### src/rtl/opnd_launch_arb.sv
// rtl/opnd_launch_arb.sv - two-requester round-robin operand launcher with setup/capture/hold windows
//
// Purpose: grants one of two requesters at a time, drives its operand pair
// onto a shared combinational datapath, keeps the pair stable for SETUP_CYC
// cycles, captures dp_out in a single CAPTURE cycle, keeps the pair stable
// for HOLD_CYC more cycles, then presents the captured result with the
// requester id until the consumer accepts it.
//
// Optional build macro: OPND_LAUNCH_STAB_CHK_EN
//   defined   - dp_out is checked against the value seen on the last setup
//               cycle during CAPTURE and HOLD; any difference sets the sticky
//               stab_err flag.
//   undefined - stab_err is tied low and no checker logic exists.
//
// Ports:
//   clk, rst_n                 clock, synchronous active-low reset
//   req0_valid/a/b, req0_ready requester 0 operand handshake
//   req1_valid/a/b, req1_ready requester 1 operand handshake
//   drv_a, drv_b, drv_active   operand pair driven onto the datapath
//   dp_out                     datapath result
//   cap_stb                    high during the capture cycle
//   rsp_valid/id/data          captured result, rsp_ready accepts it
//   stab_err                   sticky datapath stability error
module opnd_launch_arb #(
    parameter int SETUP_CYC = 2,
    parameter int HOLD_CYC  = 1,
    parameter int CNT_W     = 4
) (
    input  logic clk,
    input  logic rst_n,
    input  logic req0_valid,
    input  logic req0_a,
    input  logic req0_b,
    output logic req0_ready,
    input  logic req1_valid,
    input  logic req1_a,
    input  logic req1_b,
    output logic req1_ready,
    output logic drv_a,
    output logic drv_b,
    output logic drv_active,
    input  logic dp_out,
    output logic cap_stb,
    output logic rsp_valid,
    output logic rsp_id,
    output logic rsp_data,
    input  logic rsp_ready,
    output logic stab_err
);

    typedef enum logic [2:0] {
        S_IDLE,
        S_SETUP,
        S_CAPTURE,
        S_HOLD,
        S_RESP
    } state_t;

    state_t           state, state_nxt;
    logic [CNT_W-1:0] cnt, cnt_nxt;
    logic             rr_ptr, rr_nxt;
    logic             drv_a_nxt, drv_b_nxt, drv_active_nxt;
    logic             cap_stb_nxt, rsp_valid_nxt, rsp_id_nxt, rsp_data_nxt;
    logic             sel;
    logic             grant;

    // rr_ptr == 0 prefers requester 0. Ready is gated by rst_n so that no
    // handshake can be reported while the block is held in reset.
    always_comb begin
        sel        = (req0_valid && req1_valid) ? rr_ptr : req1_valid;
        grant      = rst_n && (state == S_IDLE) && (req0_valid || req1_valid);
        req0_ready = grant && !sel;
        req1_ready = grant && sel;
    end

    always_comb begin
        state_nxt      = state;
        cnt_nxt        = cnt;
        rr_nxt         = rr_ptr;
        drv_a_nxt      = drv_a;
        drv_b_nxt      = drv_b;
        drv_active_nxt = drv_active;
        cap_stb_nxt    = 1'b0;
        rsp_valid_nxt  = rsp_valid;
        rsp_id_nxt     = rsp_id;
        rsp_data_nxt   = rsp_data;
        case (state)
            S_IDLE: begin
                if (grant) begin
                    drv_a_nxt      = sel ? req1_a : req0_a;
                    drv_b_nxt      = sel ? req1_b : req0_b;
                    drv_active_nxt = 1'b1;
                    rsp_id_nxt     = sel;
                    cnt_nxt        = CNT_W'(SETUP_CYC - 1);
                    state_nxt      = S_SETUP;
                    // Pointer only moves when there was real contention.
                    if (req0_valid && req1_valid) begin
                        rr_nxt = !sel;
                    end
                end
            end
            S_SETUP: begin
                if (cnt == '0) begin
                    cap_stb_nxt = 1'b1;
                    state_nxt   = S_CAPTURE;
                end else begin
                    cnt_nxt = cnt - CNT_W'(1);
                end
            end
            S_CAPTURE: begin
                rsp_data_nxt = dp_out;
                if (HOLD_CYC == 0) begin
                    drv_a_nxt      = 1'b0;
                    drv_b_nxt      = 1'b0;
                    drv_active_nxt = 1'b0;
                    rsp_valid_nxt  = 1'b1;
                    state_nxt      = S_RESP;
                end else begin
                    cnt_nxt   = CNT_W'(HOLD_CYC - 1);
                    state_nxt = S_HOLD;
                end
            end
            S_HOLD: begin
                if (cnt == '0) begin
                    drv_a_nxt      = 1'b0;
                    drv_b_nxt      = 1'b0;
                    drv_active_nxt = 1'b0;
                    rsp_valid_nxt  = 1'b1;
                    state_nxt      = S_RESP;
                end else begin
                    cnt_nxt = cnt - CNT_W'(1);
                end
            end
            S_RESP: begin
                if (rsp_ready) begin
                    rsp_valid_nxt = 1'b0;
                    state_nxt     = S_IDLE;
                end
            end
            default: begin
                state_nxt = S_IDLE;
            end
        endcase
    end

    always_ff @(posedge clk) begin
        if (!rst_n) begin
            state      <= S_IDLE;
            cnt        <= '0;
            rr_ptr     <= 1'b0;
            drv_a      <= 1'b0;
            drv_b      <= 1'b0;
            drv_active <= 1'b0;
            cap_stb    <= 1'b0;
            rsp_valid  <= 1'b0;
            rsp_id     <= 1'b0;
            rsp_data   <= 1'b0;
        end else begin
            state      <= state_nxt;
            cnt        <= cnt_nxt;
            rr_ptr     <= rr_nxt;
            drv_a      <= drv_a_nxt;
            drv_b      <= drv_b_nxt;
            drv_active <= drv_active_nxt;
            cap_stb    <= cap_stb_nxt;
            rsp_valid  <= rsp_valid_nxt;
            rsp_id     <= rsp_id_nxt;
            rsp_data   <= rsp_data_nxt;
        end
    end

`ifdef OPND_LAUNCH_STAB_CHK_EN
    logic ref_val;
    logic err_q;

    // Reference is the datapath output seen on the final setup cycle; any
    // later change while the operands are supposed to be frozen is an error.
    always_ff @(posedge clk) begin
        if (!rst_n) begin
            ref_val <= 1'b0;
            err_q   <= 1'b0;
        end else begin
            if (state == S_SETUP && cnt == '0) begin
                ref_val <= dp_out;
            end
            if ((state == S_CAPTURE || state == S_HOLD) && (dp_out != ref_val)) begin
                err_q <= 1'b1;
            end
        end
    end

    assign stab_err = err_q;
`else
    assign stab_err = 1'b0;
`endif

endmodule

### config.mk
export PLATFORM = sky130hd
export DESIGN_NAME = opnd_launch_arb
export DESIGN_NICKNAME = d
export VERILOG_FILES = /design/src/rtl/opnd_launch_arb.sv
export SDC_FILE = /design/constraint.sdc
export NUM_CORES = 1
export LEC_CHECK = 0
export ABC_AREA = 1
export BUFFER_PORTS_ARGS = -buffer_cell sky130_fd_sc_hd__buf_2
export CAP_MARGIN = 20
export CORE_UTILIZATION = 45
export DETAILED_ROUTE_END_ITERATION = 16
export PLACE_DENSITY = 0.72
export SLEW_MARGIN = 40
export SYNTH_ARGS = -nofsm -noshare
export SYNTH_HDL_FRONTEND = slang
export SYNTH_SLANG_ARGS = --single-unit
### constraint.sdc
create_clock -name clk -period 1.1 [get_ports clk]
set_input_delay 0.275 -clock clk [delete_from_list [all_inputs] [get_ports clk]]
set_output_delay 0.275 -clock clk [all_outputs]
set_load 0.01 [all_outputs]
==> results of run 1 <==
-- logic make-up (layout without fill, tap and decap cells) --
kind of cell / Yosys count / count (layout) / synth area share [%]
and+or+nand+nor: 72 / 72 / 39.7
buffers and inverters: 21 / 71 / 11.0
AOI/OAI and AO/OA: 13 / 13 / 9.03
DFF: 15 / 15 / 36.8
other: 1 / 1 / 0.459
adders and majority gates: 2 / 2 / 3.06
-- where the power goes --
part           internal (mW)  total [mW]  switching, mW
combinational          0.490        1.07          0.578
sequential             0.621       0.676         0.0546
clock                  0.136       0.343          0.207
-- cells in the final DEF (no fill, tap or decap) --
| cell type | count |
|---|---|
| buf_4 | 27 |
| nand2_1 | 23 |
| buf_2 | 17 |
| inv_1 | 13 |
| nor2_1 | 10 |
| dfxtp_1 | 9 |
| nor2_4 | 8 |
| nand3_1 | 7 |
| inv_2 | 5 |
| nand2_2 | 5 |
| nor2_2 | 5 |
| dfxtp_2 | 5 |
| nand2_4 | 4 |
| a21oi_1 | 4 |
| buf_6 | 4 |
| nand4_1 | 3 |
| nand3_2 | 3 |
| o21ai_2 | 3 |
| a21oi_2 | 3 |
| clkbuf_4 | 3 |
| o21ai_0 | 2 |
| inv_4 | 1 |
| nand3b_1 | 1 |
| nand3_4 | 1 |
| or2_0 | 1 |
| nor3_2 | 1 |
| o211a_1 | 1 |
| ha_1 | 1 |
| ha_4 | 1 |
| conb_1 | 1 |
| clkinv_2 | 1 |
| dfxtp_4 | 1 |
-- cell type report --
type	instances	area share [%]
clock buffers	3	1.66
well taps	25	2.31
repair buffers	48	24.5
flip-flops and latches	15	22.9
inverters	19	5.44
multi-input cells	88	42.8
clock inverters	1	0.369
-- cells in the mapped netlist --
cell type  number  area (um^2)
nor3_1          1         5.00
a21oi_1         7         35.0
nand3_1        10         50.1
nor2_4          1         11.3
dfxtp_1        15          300
o21ai_1         1         5.00
ha_1            2         25.0
buf_6           1         11.3
nand2_1        31          116
nand3_2         1         10.0
nor2_1         18         67.6
o211a_1         1         10.0
or2_0           1         6.26
o21ai_0         3         15.0
buf_4           1         7.51
inv_1          15         56.3
nand2_2         1         6.26
nor2_2          4         25.0
inv_2           4         15.0
nand3b_1        1         7.51
nand4_1         3         18.8
conb_1          1         3.75
o21ai_2         1         8.76
-- through the flow --
step                      utilization (%)  setup WS, ns  std cells
after CTS                            74.9        -0.310        195
after global placement               65.0       -0.0794        185
after detailed placement             65.0        -0.100        185
after floorplan                         -       0.00361        124
after global routing                 79.4        -0.427        199
final                                79.4        -0.397        199
-- final timing paths --
kind | from | end | slack, ns | cells past startpoint
worst max-delay path | state[0] | req1_ready | -0.40 | 6
worst min-delay path | dp_out | rsp_data | 0.26 | 3
worst max register to register | state[0] | drv_a | -0.28 | 9
worst min register to register | drv_b | drv_b | 0.48 | 2
-- sequential cells by signal (all words and copies together) (netlist names) --
| name | count |
|---|---|
| rsp_id | 1 |
| rsp_data | 1 |
| drv_active | 1 |
| rr_ptr | 1 |
| rsp_valid | 1 |
| state | 3 |
| drv_a | 1 |
| drv_b | 1 |
| cnt | 4 |
| cap_stb | 1 |
-- tightest hold or removal path: cells and delay by family --
kind,cells,cell delay [ns]
and+or+nand+nor,1,0.09
AOI/OAI and AO/OA,1,0.06
buffers and inverters,1,0.11
-- what timing repair did --
item	4_1_cts	5_1_grt
resized for setup	25	14
setup endpoints to repair	15	18
pin swaps	10	9
buffers inserted	6	4
hold endpoints to repair	0	0
-- per-layer routing --
layer / GRT usage, % / routed length, um / vias to the layer above
met3: 7.35 / 186 / 14
met5: 0 / 0 / -
met2: 44.7 / 1470 / 51
li1: - / - / 486
met4: 14.5 / 85 / 0
met1: 26.8 / 1030 / 459
==> impl_results.md, run 1 <==
- Worst Path Buf+Inv: 2
- Initial core utilization: a little under half
- Leakage power: 0.658 nW
- Worst min-delay path class: in2reg
- Placed Instance Area: 1110 um^2
- Core region area: 1710 um^2
- Final period util: 136%
- Detailed Routing Iterations Pass 1: 4
- Setup crit end kind: output pin
- Outcome: finished, violations left
- Post-synthesis cell area: between 800 and 900 um^2
- Number of global-route vias before repair: 846
- Hold buffer count at cts: 0
- DRC viols: 0
- Pwr Total: roughly 2.1 mW
- Num CTS Buffers: 3
- Crit Path Max Fanout: 4
- FMAX: 668 MHz
- RSZ-0062 raised after global routing: yes
- Most common cell on crit path: nand2_4
- Worst-path cell chain: inv_2, nand2_4, nor2_4, nand2_4, nor2_2, buf_2
- Syn Area/Cell: around 6.6 um^2
- Routed length per instance: between 10 and 15 um
- Initial DRC Count: 51
- Share of cells above drive strength 1: 56.3%
- Final TNS setup: -3.16 ns
- Mapped Cells: 124
- Remaining antenna violation count: 0
- Yosys warns: 0
- Vias: around 1000
- FF+latch area: approximately 310 um^2
- Post-synthesis sequential area ratio: 36.8%
- DIE WIDTH: 44.6 um
- Fin. max-slew vios: 0
- Setup WS post-layout: -0.397 ns
- First-pass GRT wire length: 3510 um
- Max incr delay on CP: 0.34 ns
- CP Data Required Time: 0.82 ns
- Die area: 1990 um^2
- Die Height: 44.6 um
- Failing checks: setup timing
- Clock latency on the worst-skew pair: 0.30 ns
- Layout area overhead: 66.0%
- GPL Wtd Cong: 0.819
- Initial antenna violation count: 0
- CP max-delay cell: dfxtp_2
- Gr usage total: between 20% and 30%
- Pwr Density: 1540 nW/um^2
- CP Data Arrival Time: roughly 1.2 ns
- Final hold violations: 0
- DR vias/cell: approximately 5.1
- Fill cell count: 108
- Max-cap viol count: 0
- Root Driver: clkbuf_4
- WHS: around 0.26 ns
- # setup viols final: 15
- Post-Route WL: 2760 um
- IO Count: 20
- Multi-input gate area: between 500 and 600 um^2
- Total Nets Final: 187
- Syn nets: around 140
- Dpl hpwl: 1510 um
- IO buf count: 18
- Largest net degree at the start of global routing: 10
- Remaining Overflow, GRT: 0
- Crit-path leading delay family: flip-flops
- Post-synthesis register bit count: 15
- CTS max path bufs: 2
- Tmin final: ~1.5 ns
- Antenna cells: 0
- Clock Sinks: 15
- CTS H-tree depth: 1
- Max VDD drop: about 1.2 mV
- Clk slew on worst S/H paths: roughly 0.10 ns
- CTS tree: yes
- Clk_skew: 0.00194 ns
- Final Cell Area: 1360 um^2
- Netlist cell types: 23
- Num rows: 15
- Crit path launch type: flop
- Critical path class: reg2out
(Power assumes the default switching activity.)
==> run 2, diff against run 1 <==
- REMOVE_ABC_BUFFERS: not set -> 1
==> impl_results.md, run 2 (same netlist as run 1, synthesis figures left out) <==
- Outcome: finished, violations left (unchanged)
- Failing checks: setup timing (unchanged)
- Die area: 1990 um^2 (unchanged)
- Num rows: 15 (unchanged)
- Worst-path cell chain: inv_2, nand2_2, nor2_4, nand2_2, nor2_1, buf_2 (was inv_2, nand2_4, nor2_4, nand2_4, nor2_2, buf_2)
- Hold path cells: 3 (unchanged)
- Worst min-delay path class: in2reg (unchanged)
- Critical path class: reg2out (unchanged)
- Gr usage total: 25.1% (was 25.4%)
- Number of global-route vias before repair: 854 (was 846)
- Largest registers: cnt (4), state (3) (unchanged)
- FF-to-FF path depth: 9 (unchanged)
- Layout area overhead: 68.0% (was 66.0%)
- Post-Route WL: 3030 um (was 2760 um)
- CTS H-tree depth: 1 (unchanged)
- Final TNS setup: -2.84 ns (was -3.16 ns)
- Crit Path Max Fanout: 3 (was 4)
- M1 WL: 1190 um (was 1030 um)
- CTS max path bufs: 2 (unchanged)
- CP max-delay cell: dfxtp_2 (unchanged)
- Max reg flops: 4 (unchanged)
- Final Core Density: 80.4% (was 79.4%)
- Detailed Routing Iterations Pass 1: 4 (unchanged)
- Met3 Wirelength: 178 um (was 186 um)
- Remaining Overflow, GRT: 0 (unchanged)
- Share of cells above drive strength 1: 58.9% (was 56.3%)
- Worst reg2reg setup slack: -0.28 ns (about the same)
- Hold buffer count at cts: 0 (unchanged)
- Most common cell on crit path: nand2_2 (was nand2_4)
- CTS tree: yes (unchanged)
- Clk_skew: 0.00717 ns (was 0.00194 ns)
- Multi-input gate area: 581 um^2 (unchanged)
- Setup crit end kind: output pin (unchanged)
- FF+latch area: 309 um^2 (was 310 um^2)
- IO buf count: 18 (unchanged)
- RSZ-0062 raised after global routing: yes (unchanged)
- Final Cell Area: 1370 um^2 (was 1360 um^2)
- Largest reg by FF count: cnt (unchanged)
- GPL Wtd Cong: 0.868 (was 0.819)
- IO Count: 20 (unchanged)
- Clock latency on the worst-skew pair: 0.31 ns (was 0.30 ns)
- Total Nets Final: 188 (was 187)
- DIE WIDTH: 44.6 um (unchanged)
- DR vias/cell: 5.37 (was 5.08)
- Routed length per instance: 15.2 um (was 13.9 um)
- Max Used Layer: met4 (unchanged)
- Remaining antenna violation count: 0 (unchanged)
- Crit path launch type: flop (unchanged)
- FMAX: 657 MHz (was 668 MHz)
- Initial antenna violation count: 0 (unchanged)
- Largest net degree at the start of global routing: 10 (unchanged)
- Setup WS post-layout: -0.423 ns (was -0.397 ns)
- Tmin final: 1.52 ns (was 1.50 ns)
- Max VDD drop: 0.898 mV (was 1.21 mV)
- Core region area: 1710 um^2 (unchanged)
- Placed Instance Area: 1100 um^2 (was 1110 um^2)
- Num CTS Buffers: 3 (unchanged)
- Initial core utilization: 47.8% (unchanged)
- Leakage power: 0.673 nW (was 0.658 nW)
- Die Height: 44.6 um (unchanged)
- Final period util: 138% (was 136%)
- Antenna cells: 0 (unchanged)
- Commonest non-fill, non-tap cells in the layout: buf_4, nand2_1, buf_2 (unchanged)
- Max-cap viol count: 0 (unchanged)
- Commonest non-fill, non-tap cell in the layout: buf_4 (unchanged)
- # setup viols final: 17 (was 15)
- Clk slew on worst S/H paths: 0.10 ns (about the same)
- Root Driver: clkbuf_4 (unchanged)
- Clock Sinks: 15 (unchanged)
- Max incr delay on CP: 0.34 ns (about the same)
- Fin. max-slew vios: 0 (unchanged)
- First-pass GRT wire length: 3550 um (was 3510 um)
- CP Data Arrival Time: 1.25 ns (was 1.22 ns)
- Final hold violations: 0 (unchanged)
- CP Data Required Time: 0.82 ns (about the same)
- Fill cell count: 99 (was 108)
- Pwr Density: 1550 nW/um^2 (was 1540 nW/um^2)
- DRC viols: 0 (unchanged)
- WHS: 0.277 ns (was 0.260 ns)
- Vias: 1073 (was 1010)
- Initial DRC Count: 30 (was 51)
- DR WL met2: 1540 um (was 1470 um)
- Pwr Total: 2.12 mW (was 2.09 mW)
- Dpl hpwl: 1500 um (was 1510 um)
-- run 2: changes by cell type in the layout (fill, tap and decap cells not counted), sizes merged --
cell | before | now
buf | 48 | 49
-- run 2: final cells by class --
cell class / count / area share, %
repair buffers: 49 / 25.7
clock inverters: 1 / 0.365
inverters: 19 / 5.20
multi-input cells: 88 / 42.3
well taps: 25 / 2.28
clock buffers: 3 / 1.64
flip-flops and latches: 15 / 22.5
-- run 2: power by group --
group | internal, mW | total (mW) | switching [mW]
logic | 0.503 | 1.11 | 0.606
registers | 0.623 | 0.675 | 0.0513
clock network | 0.136 | 0.341 | 0.205
total | 1.26 | 2.12 | 0.862
-- run 2: through the flow --
stage | std cells | setup slack (ns)
global route | 200 | -0.489
CTS | 198 | -0.334
detailed placement | 189 | -0.128
global placement | 189 | -0.103
floorplan | 122 | -0.106
finish | 200 | -0.423
-- run 2: worst max-delay path, delay by kind of cell, from the launching register on --
| kind | cells | cell delay [ns] |
|---|---|---|
| simple gates | 4 | 0.40 |
| flops | 1 | 0.34 |
| buf+inv | 2 | 0.20 |
-- run 2: path summary, 6_finish.rpt --
path,startpoint,end
hold / removal,rsp_ready,rsp_valid
setup reg to reg,state[2],rr_ptr
setup / recovery,state[2],req1_ready
hold reg to reg,rsp_data,rsp_data
-- run 2: timing repair --
action | 4_1_cts | 5_1_grt
endpoints found under the setup margin | 15 | 17
gates resized for setup | 31 | 30
buffers inserted | 5 | 4
pin swaps | 14 | 16
-- run 2: per-layer routing --
| layer | GRT usage, % | up-vias |
|---|---|---|
| met5 | 0 | - |
| met4 | 13.9 | 0 |
| met3 | 6.12 | 13 |
| met2 | 42.6 | 57 |
| met1 | 28.7 | 510 |
| li1 | - | 493 |
==> run 3, diff against run 2 <==
- SETUP_SLACK_MARGIN: not set -> 0.2
- SLEW_MARGIN: 40 -> not set
==> impl_results.md, run 3 (same netlist as run 1, synthesis figures left out) <==
- Outcome: finished, violations left (unchanged)
- Failing checks: setup timing (unchanged)
- CTS max path bufs: 2 (unchanged)
- # setup viols final: 16 (was 17)
- Multi-input gate area: 587 um^2 (was 581 um^2)
- Routed length per instance: 18.3 um (was 15.2 um)
- Total Nets Final: 197 (was 188)
- Largest net degree at the start of global routing: 10 (unchanged)
- Detailed Routing Iterations Pass 1: 4 (unchanged)
- IO buf count: 18 (unchanged)
- Max reg flops: 4 (unchanged)
- Tmin final: 1.63 ns (was 1.52 ns)
- First-pass GRT wire length: 3800 um (was 3550 um)
- Largest registers: cnt (4), state (3) (unchanged)
- Gr usage total: 27.1% (was 25.1%)
- FF+latch area: 314 um^2 (was 309 um^2)
- Inst Count DP: 189 (unchanged)
- CP Data Arrival Time: 1.36 ns (was 1.25 ns)
- Clk slew on worst S/H paths: 0.11 ns (was 0.10 ns)
- Final period util: 148% (was 138%)
- Die area: 1990 um^2 (unchanged)
- Pwr Density: 1540 nW/um^2 (was 1550 nW/um^2)
- Initial core utilization: 47.8% (unchanged)
- CTS H-tree depth: 1 (unchanged)
- Fin. max-slew vios: 0 (unchanged)
- DIE WIDTH: 44.6 um (unchanged)
- Worst-path cell chain: inv_2, nand2_2, nor2_4, nand2_2, nor2_1, buf_2 (unchanged)
- Commonest non-fill, non-tap cell in the layout: buf_4 (unchanged)
- Setup crit end kind: output pin (unchanged)
- DR vias/cell: 5.66 (was 5.37)
- Antenna cells: 0 (unchanged)
- Setup WS post-layout: -0.531 ns (was -0.423 ns)
- CTS tree: yes (unchanged)
- Die Height: 44.6 um (unchanged)
- Clock Sinks: 15 (unchanged)
- Core region area: 1710 um^2 (unchanged)
- Post-Route WL: 3820 um (was 3030 um)
- Max incr delay on CP: 0.35 ns (was 0.34 ns)
- Initial antenna violation count: 0 (unchanged)
- Root Driver: clkbuf_4 (unchanged)
- Num CTS Buffers: 3 (unchanged)
- Leakage power: 0.735 nW (was 0.673 nW)
- Largest reg by FF count: cnt (unchanged)
- Clock latency on the worst-skew pair: 0.32 ns (was 0.31 ns)
- DRC viols: 0 (unchanged)
- Remaining antenna violation count: 0 (unchanged)
- Num rows: 15 (unchanged)
- Commonest non-fill, non-tap cells in the layout: buf_4, nand2_1, buf_6 (was buf_4, nand2_1, buf_2)
- Crit path launch type: flop (unchanged)
- Final hold violations: 0 (unchanged)
- Pwr Total: 2.34 mW (was 2.12 mW)
- Non-Filler Instances: 209 (was 200)
- RSZ-0062 raised after global routing: yes (unchanged)
- IO Count: 20 (unchanged)
- Share of cells above drive strength 1: 64.7% (was 58.9%)
- Most common cell on crit path: nand2_2 (unchanged)
- FMAX: 613 MHz (was 657 MHz)
- Clk_skew: 0.00726 ns (was 0.00717 ns)
- Max-cap viol count: 0 (unchanged)
- Hold buffer count at cts: 0 (unchanged)
- Dpl hpwl: 1500 um (unchanged)
- Remaining Overflow, GRT: 0 (unchanged)
- Max VDD drop: 1.04 mV (was 0.898 mV)
- Initial DRC Count: 80 (was 30)
- Fill cell count: 72 (was 99)
- Layout area overhead: 85.5% (was 68.0%)
- CP Data Required Time: 0.82 ns (about the same)
- Worst min-delay path class: in2reg (unchanged)
- GPL Wtd Cong: 0.868 (unchanged)
- CP max-delay cell: dfxtp_2 (unchanged)
- Crit Path Max Fanout: 3 (unchanged)
- Vias: 1183 (was 1073)
- Critical path class: reg2out (unchanged)
- Number of global-route vias before repair: 924 (was 854)
==> run 3: power by group <==
part	total, mW	switching, mW	leakage [nW]	internal (mW)
clock	0.360	0.224	0.0177	0.137
combinational	1.29	0.672	0.590	0.619
sequential	0.689	0.0617	0.127	0.627
==> run 3: path summary, 6_finish.rpt <==
kind                               start  slack, ns         end  cells after the start
worst max register to register  state[0]      -0.43      rr_ptr                     10
worst min register to register    rr_ptr       0.48      rr_ptr                      2
worst max-delay path            state[0]      -0.53  req1_ready                      6
worst min-delay path              dp_out       0.23    rsp_data                      3
==> run 3: critical path, delay by kind of cell, from the launching register on <==
kind          cells  cell delay, ns
simple gates      4            0.45
buf+inv           2            0.23
flops             1            0.35
==> run 3: through the flow <==
step	TNS (ns)	setup slack (ns)	util, %	cell area, um^2	hold WS, ns
2_1_floorplan	-0.278	-0.106	-	798	0.395
3_5_place_dp	-0.956	-0.128	64.4	1100	0.461
6_report	-4.79	-0.531	88.7	1520	0.227
4_1_cts	-1.94	-0.334	78.9	1350	0.216
5_1_grt	-5.15	-0.536	88.7	1520	0.218
3_3_place_gp	-0.699	-0.103	64.4	1100	0.445
==> run 3: layer usage <==
metal,wire length (um),up-vias,part of all wire (%),track usage (%)
met2,1840,86,48,47.9
met5,0,-,0,0
met1,1360,552,36,30.1
met4,254,0,6.7,13.3
met3,359,36,9.4,6.53
li1,-,509,-,-
==> run 3: cell type report <==
class | instances | area share (%)
Multi-Input combinational cell | 88 | 38.7
Timing Repair Buffer | 58 | 32.0
Sequential cell | 15 | 20.7
Inverter | 19 | 4.71
Tap cell | 25 | 2.06
Clock buffer | 3 | 1.49
Clock inverter | 1 | 0.330
==> run 3: repair_timing <==
item	CTS	global route
endpoints found under the setup margin	24	24
buffers inserted	6	10
pin swaps	16	19
resized for setup	52	23
